**src/rtl/uart_pkg.sv**
```systemverilog
// Shared types and constants for the UART transmit path.
package uart_pkg;

  typedef enum logic [2:0] {
    IDLE,
    START,
    DATA,
    PARITY,
    STOP
  } tx_state_t;

  localparam logic TX_IDLE_LEVEL = 1'b1;

  // Frame length in baud ticks for a given format.
  function automatic int unsigned frame_ticks(input int unsigned oversample,
                                              input int unsigned data_bits,
                                              input logic        parity_en,
                                              input logic        two_stop);
    return oversample * (32'd2 + data_bits + 32'(parity_en) + 32'(two_stop));
  endfunction

endpackage

```
**src/rtl/sync_fifo.sv**
```systemverilog
// Synchronous FIFO with head-of-queue read data visible while non-empty.
// A push into a full FIFO is accepted only when a pop happens in the same cycle.
module sync_fifo #(
  parameter int WIDTH = 8,
  parameter int DEPTH = 4
) (
  input  logic                       clk,
  input  logic                       rst_n,
  input  logic                       push_i,
  input  logic [WIDTH-1:0]           wr_data_i,
  input  logic                       pop_i,
  output logic [WIDTH-1:0]           rd_data_o,
  output logic                       full_o,
  output logic                       empty_o,
  output logic [$clog2(DEPTH):0]     count_o
);

  localparam int AW = $clog2(DEPTH);

  logic [WIDTH-1:0] mem_q [DEPTH];
  logic [AW-1:0]    wr_ptr_q, rd_ptr_q;
  logic [AW:0]      count_q;
  logic             do_push, do_pop;

  assign full_o    = (count_q == (AW+1)'(DEPTH));
  assign empty_o   = (count_q == '0);
  assign count_o   = count_q;
  assign rd_data_o = mem_q[rd_ptr_q];
  assign do_pop    = pop_i && !empty_o;
  assign do_push   = push_i && (!full_o || do_pop);

  // Storage array; contents need no reset since count gates validity.
  always_ff @(posedge clk) begin
    if (do_push) mem_q[wr_ptr_q] <= wr_data_i;
  end

  // Pointers wrap naturally at the power-of-two depth; count tracks occupancy.
  always_ff @(posedge clk or negedge rst_n) begin
    if (!rst_n) begin
      wr_ptr_q <= '0;
      rd_ptr_q <= '0;
      count_q  <= '0;
    end else begin
      if (do_push) wr_ptr_q <= wr_ptr_q + AW'(1);
      if (do_pop)  rd_ptr_q <= rd_ptr_q + AW'(1);
      case ({do_push, do_pop})
        2'b10:   count_q <= count_q + (AW+1)'(1);
        2'b01:   count_q <= count_q - (AW+1)'(1);
        default: count_q <= count_q;
      endcase
    end
  end

endmodule

```
**src/rtl/uart_tx_fifo.sv**
```systemverilog
// Buffered UART transmitter with configurable parity and stop bits.
//
// state  | meaning
// IDLE   | line idle at 1, waiting for FIFO data
// START  | start bit (0) for one bit time
// DATA   | data bits, LSB first, from the shift register
// PARITY | parity bit computed when the byte was popped
// STOP   | one or two stop bits (1); pops the next byte with no idle gap
module uart_tx_fifo
  import uart_pkg::*;
#(
  parameter int DATA_BITS  = 8,
  parameter int OVERSAMPLE = 16,
  parameter int FIFO_DEPTH = 4
) (
  input  logic                 clk,
  input  logic                 rst_n,
  input  logic                 en,
  input  logic                 wr_en,
  input  logic [DATA_BITS-1:0] data,
  input  logic                 parity_en,
  input  logic                 parity_odd,
  input  logic                 two_stop,
  output logic                 tbr,
  output logic                 busy,
  output logic                 ovf,
  output logic                 TxD
);

  localparam int                TICK_W      = $clog2(OVERSAMPLE);
  localparam int                CNT_W       = $clog2(FIFO_DEPTH) + 1;
  localparam logic [TICK_W-1:0] TICK_RELOAD = TICK_W'(OVERSAMPLE - 1);
  localparam logic [2:0]        BIT_RELOAD  = 3'(DATA_BITS - 1);

  tx_state_t              state_q, state_d;
  logic [TICK_W-1:0]      tick_q, tick_d;
  logic [2:0]             bit_q, bit_d;
  logic [DATA_BITS-1:0]   shreg_q, shreg_d;
  logic                   par_bit_q, par_bit_d;
  logic                   cfg_par_en_q, cfg_par_en_d;
  logic                   cfg_two_stop_q, cfg_two_stop_d;
  logic                   txd_q, txd_d;
  logic                   ovf_q, ovf_d;

  logic                   pop, load;
  logic [DATA_BITS-1:0]   fifo_rd_data;
  logic                   fifo_full, fifo_empty;
  logic [CNT_W-1:0]       fifo_count;

  sync_fifo #(
    .WIDTH (DATA_BITS),
    .DEPTH (FIFO_DEPTH)
  ) u_fifo (
    .clk       (clk),
    .rst_n     (rst_n),
    .push_i    (wr_en),
    .wr_data_i (data),
    .pop_i     (pop),
    .rd_data_o (fifo_rd_data),
    .full_o    (fifo_full),
    .empty_o   (fifo_empty),
    .count_o   (fifo_count)
  );

  assign tbr  = !fifo_full;
  assign busy = (state_q != IDLE) || (fifo_count != '0);
  assign ovf  = ovf_q;
  assign TxD  = txd_q;

  // Next-state logic: bit timing on en ticks, frame load on pop, line level from next state.
  always_comb begin
    state_d        = state_q;
    tick_d         = tick_q;
    bit_d          = bit_q;
    shreg_d        = shreg_q;
    par_bit_d      = par_bit_q;
    cfg_par_en_d   = cfg_par_en_q;
    cfg_two_stop_d = cfg_two_stop_q;
    load           = 1'b0;
    pop            = 1'b0;

    case (state_q)
      IDLE: begin
        if (!fifo_empty) load = 1'b1;
      end
      START: begin
        if (en) begin
          if (tick_q == '0) begin
            state_d = DATA;
            tick_d  = TICK_RELOAD;
            bit_d   = BIT_RELOAD;
          end else begin
            tick_d = tick_q - TICK_W'(1);
          end
        end
      end
      DATA: begin
        if (en) begin
          if (tick_q == '0) begin
            tick_d = TICK_RELOAD;
            if (bit_q == '0) begin
              state_d = cfg_par_en_q ? PARITY : STOP;
              bit_d   = {2'b00, cfg_two_stop_q};
            end else begin
              bit_d   = bit_q - 3'd1;
              shreg_d = shreg_q >> 1;
            end
          end else begin
            tick_d = tick_q - TICK_W'(1);
          end
        end
      end
      PARITY: begin
        if (en) begin
          if (tick_q == '0) begin
            state_d = STOP;
            tick_d  = TICK_RELOAD;
          end else begin
            tick_d = tick_q - TICK_W'(1);
          end
        end
      end
      STOP: begin
        if (en) begin
          if (tick_q == '0) begin
            if (bit_q != '0) begin
              bit_d  = bit_q - 3'd1;
              tick_d = TICK_RELOAD;
            end else if (!fifo_empty) begin
              load = 1'b1;
            end else begin
              state_d = IDLE;
            end
          end else begin
            tick_d = tick_q - TICK_W'(1);
          end
        end
      end
      default: state_d = IDLE;
    endcase

    // Frame format is captured with the byte so later config changes cannot corrupt it.
    if (load) begin
      pop            = 1'b1;
      state_d        = START;
      tick_d         = TICK_RELOAD;
      shreg_d        = fifo_rd_data;
      par_bit_d      = (^fifo_rd_data) ^ parity_odd;
      cfg_par_en_d   = parity_en;
      cfg_two_stop_d = two_stop;
    end

    case (state_d)
      START:   txd_d = 1'b0;
      DATA:    txd_d = shreg_d[0];
      PARITY:  txd_d = par_bit_d;
      default: txd_d = TX_IDLE_LEVEL;
    endcase

    ovf_d = wr_en && fifo_full && !pop;
  end

  // State and output registers; reset returns the line to idle immediately.
  always_ff @(posedge clk or negedge rst_n) begin
    if (!rst_n) begin
      state_q        <= IDLE;
      tick_q         <= '0;
      bit_q          <= '0;
      shreg_q        <= '0;
      par_bit_q      <= 1'b0;
      cfg_par_en_q   <= 1'b0;
      cfg_two_stop_q <= 1'b0;
      txd_q          <= TX_IDLE_LEVEL;
      ovf_q          <= 1'b0;
    end else begin
      state_q        <= state_d;
      tick_q         <= tick_d;
      bit_q          <= bit_d;
      shreg_q        <= shreg_d;
      par_bit_q      <= par_bit_d;
      cfg_par_en_q   <= cfg_par_en_d;
      cfg_two_stop_q <= cfg_two_stop_d;
      txd_q          <= txd_d;
      ovf_q          <= ovf_d;
    end
  end

endmodule

```
**config.mk**
```make
export PLATFORM = sky130hd
export DESIGN_NAME = uart_tx_fifo
export DESIGN_NICKNAME = d
export VERILOG_FILES = /design/src/rtl/uart_pkg.sv /design/src/rtl/sync_fifo.sv /design/src/rtl/uart_tx_fifo.sv
export SDC_FILE = /design/constraint.sdc
export NUM_CORES = 1
export LEC_CHECK = 0
export BUFFER_PORTS_ARGS = -buffer_cell sky130_fd_sc_hd__buf_2
export CAP_MARGIN = 20
export CORE_MARGIN = 1
export CORE_UTILIZATION = 50
export DETAILED_ROUTE_END_ITERATION = 12
export GPL_TIMING_DRIVEN = 0
export PLACE_DENSITY = 0.75
export SYNTH_ARGS = -nofsm -noshare
export SYNTH_HDL_FRONTEND = slang
export SYNTH_SLANG_ARGS = --single-unit
```
**constraint.sdc**
```tcl
create_clock -name clk -period 2.9 [get_ports clk]
set_input_delay 0.29 -clock clk [delete_from_list [all_inputs] [get_ports clk]]
set_output_delay 0.29 -clock clk [all_outputs]
set_load 0.03 [all_outputs]
```
Word level (Yosys, flattened, before mapping) --
Memory sizes are Yosys's and may differ from the RTL's. Cells that the tools add are included.
Operators by class: add/subtract/negate cells 6, eq/ne operators 21, muxes and demuxes 46, bitwise gates (word level) 1, reduce and logical (&&, ||, !) cells 27
Operator list (number):
- 3-bit 2-to-1 mux | 21
- 8-bit 2-to-1 mux | 5
- 4-bit 2-to-1 mux | 6
- 2-bit != test (second input constant) | 8
- 3-bit one-hot mux with 5 select lines | 1
- 3-bit nonzero test | 5
- 3-bit by 2-bit equality test with 1-bit output (second input constant) | 4
- 3-bit zero test | 3
- 3-bit one-hot mux with 3 select lines | 1
- 1-bit 2-to-1 mux | 8
- 4-bit one-hot mux with 2 select lines | 1
- 4-bit AND reduction | 2
- 8-bit AND reduction | 1
- 2-bit nonzero test | 4
- 8-bit parity | 1
- 3-bit by 1-bit equality test with 1-bit output (second input constant) | 2
- 3-bit equality test (second input constant) | 2
- 3-bit one-hot mux with 2 select lines | 1
- 3-bit by 1-bit subtractor with 3-bit output (second input constant) | 2
- 2-bit by 1-bit adder with 2-bit output (second input constant) | 2
- 1-bit logical AND | 4
- 4-bit zero test | 1
- 4-bit != test (second input constant) | 1
- 4-bit by 1-bit subtractor with 4-bit output (second input constant) | 1
- other kinds (11) | 14
Storage, ports and cells: register bits 30, RAM bits 32, input port bits 15, word-level logic and storage cells 115, memories kept 1
Memories:
- u_fifo.mem_q | words 4, bits a word 8, rd ports 1, clocked after Yosys merged registers in 0, write ports 1, RTL line sync_fifo.sv:20 | logic [WIDTH-1:0] mem_q [DEPTH];

Logic depth before layout (Yosys ltp) --
Gate-level depths: netlist (run 1).
word-level depth 12, mapped depth 14, depth with buffers taken out 13

Modules after synthesis --
From an unflattened synthesis (run 1), not the netlist that was laid out.
Unflattened totals: cell total of the unflattened synthesis 231, area, all modules 2951.6 um^2
By module, submodules not included:
- sync_fifo | times used 1, cells each 80, area each 1587.8 um^2
- uart_tx_fifo | times used 1, cells each 151, area each 1363.8 um^2

Least setup slack after synthesis (run 1) --
No wires, ideal clock.
path type register to register, from register tick_q[0], to register u_fifo.count_q[2] (netlist: u_fifo.count_o[2]), setup time 79 ps, data arrival time 2683 ps, data required time 2821 ps, slack 138 ps, cell stages (with the launch flop) 14, buffers on the path 1, period minus slack after synthesis 2762 ps, cells stage by stage dfrtp_1 inv_1 ha_1 and4bb_2 a21oi_1 or3_1 clkinv_1 buf_4 ha_1 inv_1 fa_1 xor2_1 nor2_1 xor2_1
On the way: word-level cells in the longest chain between the ends 10
RTL lines:
- start: declaration | RTL line uart_tx_fifo.sv:36 | logic [TICK_W-1:0] tick_q, tick_d;
- start signal: assignment | RTL line uart_tx_fifo.sv:177 | tick_q <= tick_d;
- 4-bit zero test * | RTL line uart_tx_fifo.sv:125 | if (tick_q == '0) begin
- 1-bit 2-to-1 mux * | RTL line uart_tx_fifo.sv:125
- 1-bit 2-to-1 mux * | RTL line uart_tx_fifo.sv:124 | if (en) begin
- 1-bit one-hot mux with 2 select lines * | RTL line uart_tx_fifo.sv:82 | case (state_q)
- 1-bit 2-to-1 mux * | RTL line uart_tx_fifo.sv:143 | if (load) begin
- 1-bit logical AND * | RTL line sync_fifo.sv:29 | assign do_pop = pop_i && !empty_o;
- named net u_fifo.do_pop | RTL line sync_fifo.sv:23 | logic do_push, do_pop;
- 1-bit logical OR | RTL line sync_fifo.sv:30 | assign do_push = push_i && (!full_o || do_pop);
- 1-bit logical AND | RTL line sync_fifo.sv:30
- 2-bit by 1-bit equality test with 1-bit output or 2-bit equality test (tied branches) | RTL line sync_fifo.sv:46 | case ({do_push, do_pop})
- 3-bit one-hot mux with 2 select lines or 2-bit nonzero test (tied branches)
- end signal: assignment | RTL line sync_fifo.sv:47 | 2'b10: count_q <= count_q + (AW+1)'(1);
- end signal: assignment | RTL line sync_fifo.sv:48 | 2'b01: count_q <= count_q - (AW+1)'(1);
- end signal: assignment | RTL line sync_fifo.sv:49 | default: count_q <= count_q;
- end: declaration | RTL line sync_fifo.sv:22 | logic [AW:0] count_q;
Mark *: on every way through the listed nets, which the timed path passes. The rest lies on a longest branch. A chain may end at the register's enable or synchronous reset.

Worst setup path in the final report (run 1) --
from register tick_q[0], to register u_fifo.count_q[2] (netlist: u_fifo.count_o[2])
On the way: word-level cells in the longest chain between the ends 10
RTL lines (RTL line):
- 4-bit zero test * | uart_tx_fifo.sv:125
- 1-bit 2-to-1 mux * | uart_tx_fifo.sv:125
- 1-bit 2-to-1 mux * | uart_tx_fifo.sv:124
- 1-bit one-hot mux with 2 select lines * | uart_tx_fifo.sv:82
- 1-bit 2-to-1 mux * | uart_tx_fifo.sv:143
- 1-bit logical AND * | sync_fifo.sv:29
- 1-bit logical OR | sync_fifo.sv:30
- 1-bit logical AND | sync_fifo.sv:30
- 2-bit by 1-bit equality test with 1-bit output or 2-bit equality test (tied branches) | sync_fifo.sv:46
- 3-bit one-hot mux with 2 select lines or 2-bit nonzero test (tied branches)
Mark *: on every way between the ends. The rest lies on a longest branch, timed or not.

==> results of run 1 <==
## cell usage after synthesis (all sizes together) (3+ instances only)
library cell | n | area share
inv | 15 | 0.019
nor2 | 14 | 0.018
xnor2 | 8 | 0.026
o21ai | 13 | 0.022
nand2 | 27 | 0.034
a21oi | 4 | 0.0068
xor2 | 6 | 0.018
nor3 | 5 | 0.0085
mux2i | 4 | 0.014
buf | 5 | 0.011
clkbuf | 3 | 0.0043
ha | 9 | 0.038
and3 | 4 | 0.0085
nand3 | 5 | 0.0085
mux4 | 8 | 0.066
dfrtp | 29 | 0.25
edfxtp | 32 | 0.33
## layout by cell type (no fill, tap or decap), types with 2 or more instances in the layout
| master | Yosys | routed |
|---|---|---|
| o21ai_0 | 11 | 11 |
| o22a_1 | 2 | 2 |
| nor2b_1 | 2 | 2 |
| o21ai_1 | 2 | 2 |
| edfxtp_1 | 32 | 32 |
| mux4_2 | 4 | 4 |
| nand3_1 | 5 | 5 |
| o211ai_1 | 2 | 2 |
| ha_1 | 9 | 8 |
| clkbuf_1 | 2 | 2 |
| nor2_1 | 14 | 14 |
| o31ai_1 | 2 | 2 |
| a221o_1 | 2 | 2 |
| nand2_1 | 27 | 27 |
| mux2i_1 | 4 | 4 |
| bufinv_16 | 0 | 2 |
| clkinvlp_4 | 0 | 2 |
| xnor2_1 | 7 | 7 |
| mux4_1 | 4 | 4 |
| xor2_1 | 6 | 6 |
| dfrtp_1 | 29 | 29 |
| clkbuf_8 | 0 | 9 |
| nor3b_1 | 2 | 2 |
| and3_1 | 4 | 4 |
| a21oi_1 | 4 | 3 |
| nor3_1 | 5 | 5 |
| inv_1 | 15 | 15 |
| buf_2 | 3 | 20 |
## per-layer routing
layer  vias to the layer above  wire (um)
met5                         -          0
met4                         0         77
met3                         8        180
met2                        32       2493
met1                       870       2255
li1                        882          -
## timing repair
| item | 4_1_cts | 5_1_grt |
|---|---|---|
| endpoints found under the setup margin | 2 | 2 |
| hold endpoints to repair | 18 | 0 |
| hold buffers | 1 | 0 |
| pin swaps | 0 | 0 |
| resized for setup | 5 | 5 |
## cell type report
type                       count  area, sq um  share of cell area
timing repair buffer          19        100.1             0.02961
multi-input combinational    140         1144              0.3383
clock inverter                 7        97.59             0.02887
clock buffer                   9        123.9             0.03664
tap                           72        90.09             0.02665
buffer                         7        41.29             0.01221
inverter                      17        71.32             0.02110
sequential                    62         1713              0.5067
## report_power, final
group | total [W] | switching [W] | internal, W
clock network | 0.000835 | 0.000349 | 0.000486
logic | 0.00154 | 0.000808 | 0.000728
registers | 0.00137 | 0.000143 | 0.00123
## metrics by stage
| step | util | cells |
|---|---|---|
| 3_3_place_gp | 0.5600 | 317 |
| 5_1_grt | 0.6065 | 333 |
| 6_report | 0.6065 | 333 |
| 3_5_place_dp | 0.5600 | 317 |
| 2_1_floorplan | - | 227 |
| 4_1_cts | 0.6040 | 333 |
## cell families (layout without fill, tap and decap cells)
family	count (synthesis)	count (layout)	share of synthesized area
and+or+nand+nor	70	70	0.1280
DFF	62	62	0.5823
AOI/OAI and AO/OA	32	32	0.07146
buffers and inverters	25	59	0.03743
xor gates and xnor gates	15	15	0.05189
muxes	13	13	0.08380
adders and majority gates	10	10	0.04509
## final timing paths
path	end	slack, ps	cells after the start	start
max	u_fifo.count_o[2]	140	12	tick_q[0]
min	cfg_two_stop_q	140	3	two_stop
max reg2reg	u_fifo.count_o[2]	140	12	tick_q[0]
min reg2reg	cfg_two_stop_q	490	2	cfg_two_stop_q
max in group asynchronous	shreg_q[0]	1940	2	rst_n
min in group asynchronous	cfg_two_stop_q	520	2	rst_n
## flip-flops by register name, indices dropped and copies added (netlist names)
name / cells
cfg_par_en_q: 1
TxD: 1
tick_q: 4
shreg_q: 8
ovf: 1
u_fifo.mem_q: 32
cfg_two_stop_q: 1
par_bit_q: 1
u_fifo.wr_ptr_q: 2
state_q: 3
u_fifo.rd_ptr_q: 2
bit_q: 3
u_fifo.count_o: 3
## tightest hold or removal path: stages
cell and delay, ps:
buf_2 80, nand2_1 40, nand2_1 50
==> impl_metrics.py, run 1 <==
metrics = {
    "job": {
        "cap_violations": 0,
    },
    "logic_synthesis": {
        "syn_nets": 252,
        "syn_avg_cell_area_sq_um": 12.96,
        "ys_seq_elements": 62,
        "async_reset_ff_frac": 0.4839,
        "yosysUniqueCellTypes": 52,
        "ys_dominant_reg_cell": "edfxtp_1",
        "syn_inst": 227,
        "ys_seq_area_frac": 0.5823,
        "synth_edf_count": 32,
        "yosys_warnings": 0,
        "synth_area_sq_um": 2942,
    },
    "floorplan": {
        "die_h_um": 78.70,
        "die-area_sq_um": 6194,
        "coreArea_sq_um": 5574,
        "num_io_pins": 19,
        "fp-row-count": 27,
        "start_util": 0.5277,
        "fp.dieW_um": 78.70,
    },
    "placed_design": {
        "pre_cts_slack_ps": -201.8,
        "postPlaceCellArea_sq_um": 3122,
        "io_buffers": 18,
        "gp_congestion": 0.7835,
        "hpwlAfterDp_um": 3441,
    },
    "sta": {
        "slew_viol_final": 0,
        "worst_pin_slew_ps": 698.9,
        "rsz0062_at_grt": "no",
        "max_freq_mhz": 361.7,
        "setup_violations": 0,
        "post-route-period-util": 0.9534,
        "hold_viol": 0,
        "maxSlewHeadroom": 0.5306,
        "fin_tns_setup_ps": 0,
        "fin_ws_ps": 135.1,
        "finClkSkew_ps": 10.99,
        "finalCriticalPeriod_ps": 2765,
        "holdWs_ps": 137.9,
    },
    "finish": {
        "fillers": 437,
        "layout-drive-gt1-share": 0.2107,
        "fin_nets": 281,
        "synthToLayoutAreaGrowth_pct": 14.93,
        "stdcell_area_sq_um": 3381,
        "antenna_cells": 0,
    },
    "route": {
        "wire_per_inst_um": 15.03,
        "dr.pass1.iters": 5,
        "viasPerCell": 5.381,
        "vias": 1792,
        "drc_errors": 0,
        "ant_nets": 0,
        "drt-initial-drc-count": 150,
        "routed_wl_um": 5006,
    },
    "setup_path": {
        "slowest_delay_ps": 400,
        "crit_family": "simple AND/OR/NAND/NOR gates",
        "path_class": "reg -> reg",
        "worstPathMaxFanout": 19,
        "cp.arrival_ps": 3020,
        "worst_setup_path_start_kind": "flop",
        "cp-end-kind": "flop",
        "required_ps": 3160,
        "crit_buf_inv": 3,
        "cpMaxStageDelayCell": "dfrtp_1",
        "crit_path_cell_trace": "inv_1 -> ha_4 -> and4bb_2 -> a21oi_2 -> or3_4 -> inv_8 -> ha_1 -> inv_1 -> fa_1 -> xor2_1 -> nor2_1 -> xor2_1",
    },
    "global_routing": {
        "grt_pass1_vias": 1771,
        "antenna_found_initial": 0,
        "use_met1": 0.2267,
        "grt_max_degree": 31,
        "grtUsageTotal": 0.1823,
        "grtUsageMet2": 0.2965,
        "grt_pass1_wl_um": 8280,
        "grt_overflow": 0,
        "busiest_layer": "met2",
        "use_met3": 0.05862,
    },
    "clock_network": {
        "clk_latency_ps": 340,
        "htree_num_levels": 3,
        "cts_buffers": 9,
        "cts_tree": "built",
        "path_clk_slew_ps": 80,
        "clk_path_buf_depth": 2,
        "clkSinkCount": 62,
        "cts_root_buf": "clkbuf_8",
        "cts_setup_buffers": 0,
    },
    "min_path": {
        "hold_class": "in -> reg",
    },
    "outcome": {
        "status": "complete, no violations",
    },
    "power": {
        "ir_drop_v": 0.0005821,
        "power_w": 0.003742,
        "leakage_nw": 1.366,
        "power_per_cell_area_nw_per_um2": 1107,
    },
}
Note: power is estimated with default switching activity, not from simulation.
==> run 2: changes to the inputs <==
--- a/config.mk
+++ b/config.mk
@@ -9,9 +9,11 @@
 export CAP_MARGIN = 20
 export CORE_MARGIN = 1
 export CORE_UTILIZATION = 50
+export CTS_CLUSTER_SIZE = 24
 export DETAILED_ROUTE_END_ITERATION = 12
 export GPL_TIMING_DRIVEN = 0
 export PLACE_DENSITY = 0.75
+export SETUP_SLACK_MARGIN = 0.15
 export SYNTH_ARGS = -nofsm -noshare
 export SYNTH_HDL_FRONTEND = slang
 export SYNTH_SLANG_ARGS = --single-unit
==> constraint.sdc (replaced) <==
create_clock -name clk -period 2.3 [get_ports clk]
set_input_delay 0.23 -clock clk [delete_from_list [all_inputs] [get_ports clk]]
set_output_delay 0.23 -clock clk [all_outputs]
set_load 0.03 [all_outputs]
==> run 2 against run 1 <==
The run now ends with negative setup slack left. Critical path depth did not move. Power rose by 32%. Core utilization rose by 3.5 points. Clock skew fell by 3.2 ps. Register-to-register slack got worse by 280 ps. First-iteration DRC count fell by 18%. Count of clock-buffer cells in the layout did not move. Via count rose by 3.2%. Critical path type unchanged. Largest power group unchanged.
==> impl_metrics.py, run 2 (synthesis gave the netlist of run 1 again) <==
metrics = {
    "setup_path": {
        "reg2reg_to": "u_fifo.count_o[2]",
        "worst_setup_path_start_kind": "flop",
        "r2r_setup_slack_ps": -140,
        "slowest_delay_ps": 390,
        "r2r_cells": 12,
        "path_class": "reg -> reg",
        "cp-end-kind": "flop",
        "rr_startpoint": "state_q[1]",
        "worstPathMaxFanout": 9,
        "crit_start": "state_q[1]",
        "crit_path_end": "u_fifo.count_o[2]",
        "cp.arrival_ps": 2700,
        "required_ps": 2560,
        "cpMostUsedCell": "xor2_1",
        "crit_path_cell_trace": "buf_4 -> or2_1 -> clkbuf_8 -> or3_4 -> clkinv_4 -> buf_8 -> ha_4 -> inv_2 -> fa_2 -> xor2_1 -> nor2_1 -> xor2_1",
        "cpMaxStageDelayCell": "or3_4",
    },
    "sta": {
        "maxSlewHeadroom": 0.5528,
        "rsz0062_at_grt": "yes",
        "fin_tns_setup_ps": -189.3,
        "worst_pin_slew_ps": 670.9,
        "finClkSkew_ps": 7.788,
        "max_freq_mhz": 409.1,
        "setup_violations": 3,
        "finalCriticalPeriod_ps": 2444,
        "fin_ws_ps": -144.3,
        "post-route-period-util": 1.063,
        "hold_viol": 0,
        "slew_viol_final": 0,
    },
    "finish": {
        "fillers": 407,
        "final_common_cell": "edfxtp_1",
        "largest_register_ffs": 32,
        "layout_common_cells": "edfxtp_1, dfrtp_1, nand2_1",
        "largest-register": "u_fifo.mem_q",
        "fin_nets": 299,
        "synthToLayoutAreaGrowth_pct": 21.61,
        "regArea_sq_um": 1713,
        "antenna_cells": 0,
        "multiInputGateArea_sq_um": 1200,
        "stdcell_area_sq_um": 3577,
        "reg.largest.list": "u_fifo.mem_q (32), shreg_q (8), tick_q (4)",
        "layout-drive-gt1-share": 0.3082,
    },
    "floorplan": {
        "fp.dieW_um": 78.70,
        "die-area_sq_um": 6194,
        "start_util": 0.5277,
        "num_io_pins": 19,
        "fp-row-count": 27,
        "coreArea_sq_um": 5574,
        "die_h_um": 78.70,
    },
    "route": {
        "viasPerCell": 5.268,
        "routed_wl_um": 5213,
        "vias": 1849,
        "dr.pass1.iters": 4,
        "drc_errors": 0,
        "wire_per_inst_um": 14.85,
        "drt-initial-drc-count": 123,
        "ant_nets": 0,
    },
    "global_routing": {
        "grt_pass1_wl_um": 8825,
        "grt_overflow": 0,
        "grt_pass1_vias": 1828,
        "grt_max_degree": 31,
        "antenna_found_initial": 0,
        "grtUsageTotal": 0.1923,
    },
    "power": {
        "p_sw_w": 0.001738,
        "power_per_cell_area_nw_per_um2": 1384,
        "swShare": 0.3510,
        "p_int_w": 0.003212,
        "seqPwrFrac": 0.348,
        "leakage_nw": 1.458,
        "ir_drop_v": 0.0006535,
        "power_frac_clock": 0.189,
        "share_comb_of_total_power": 0.463,
    },
    "outcome": {
        "status": "complete, but fails checks",
        "violations": "negative setup slack",
    },
    "clock_network": {
        "cts_root_buf": "clkbuf_8",
        "clk_latency_ps": 340,
        "cts_tree": "built",
        "clk_path_buf_depth": 2,
        "htree_num_levels": 3,
        "clkSinkCount": 62,
        "cts_buffers": 9,
        "path_clk_slew_ps": 80,
    },
    "placed_design": {
        "postPlaceCellArea_sq_um": 3173,
        "gp_congestion": 0.7738,
        "hpwlAfterDp_um": 3398,
        "io_buffers": 18,
    },
    "job": {
        "cap_violations": 0,
    },
    "min_path": {
        "hold_class": "in -> reg",
    },
}
run 2: cell types whose count changed in the layout (fill, tap and decap cells not counted), sizes merged:
cell      before  now
inv           17   16
clkinvlp       2    4
bufinv         2    1
buf           22   40
run 2: how the worst min path moves through the flow:
| stage | startpoint | endpoint | slack (ps) | cells after the start |
|---|---|---|---|---|
| detailed placement | rst_n | tick_q[3] | 310 | 1 |
| finish | two_stop | cfg_two_stop_q | 100 | 3 |
| global route | two_stop | cfg_two_stop_q | 80 | 3 |
| global placement | rst_n | bit_q[0] | 310 | 1 |
| floorplan | rst_n | bit_q[0] | -70 | 0 |
| CTS | two_stop | cfg_two_stop_q | 80 | 3 |
run 2: power groups by stage:
stage,Sequential [W],Clock [W],Combinational (W)
floorplan,0.00172,0,0.00162
global placement,0.00174,0,0.00195
detailed placement,0.00175,0,0.00199
CTS,0.00172,0.000960,0.00225
global route,0.00176,0.00102,0.00253
finish,0.00172,0.000936,0.00229
run 2: per-stage QoR:
stage | worst slack [ps] | instances | util | hold slack [ps] | power, W
after global routing | -289.4 | 351 | 0.6418 | 82.43 | 0.005308
after global placement | -346.6 | 317 | 0.5692 | 305.8 | 0.003683
after detailed placement | -361.2 | 317 | 0.5692 | 306.5 | 0.003747
after floorplan | -186.6 | 227 | - | -65.59 | 0.003339
final | -144.3 | 351 | 0.6418 | 101.1 | 0.004950
after CTS | -126.0 | 347 | 0.6352 | 81.53 | 0.004936
run 2: worst max-delay path, delay by kind of cell (launching register included):
kind                       cells  cell delay [ps]
xor gates and xnor gates       2              280
and+or+nand+nor                3              730
buffers and inverters          5              510
adders and majority gates      2              450
DFF                            1              370
run 2: area by class of cell:
| type | count | area share |
|---|---|---|
| Sequential cell | 62 | 0.4788 |
| Multi-Input combinational cell | 140 | 0.3354 |
| Clock buffer | 9 | 0.03463 |
| Timing Repair Buffer | 36 | 0.06366 |
| Inverter | 17 | 0.01924 |
| Clock inverter | 7 | 0.02064 |
| Tap cell | 72 | 0.02518 |
| Buffer | 8 | 0.02239 |
run 2: per-layer routing:
layer	track usage	share of wire	up-vias
met5	0	0	-
li1	-	-	921
met1	0.2469	0.45	899
met2	0.3043	0.50	22
met3	0.05402	0.027	7
met4	0.08704	0.017	0
run 2: repair_timing:
| action | in CTS | in global routing |
|---|---|---|
| hold buffers | 1 | 0 |
| endpoints found under the setup margin | 37 | 6 |
| hold endpoints to repair | 29 | 0 |
| resized for setup | 17 | 4 |
| setup buffers | 13 | 4 |
| cloned | 0 | 0 |
| pin swaps | 8 | 2 |
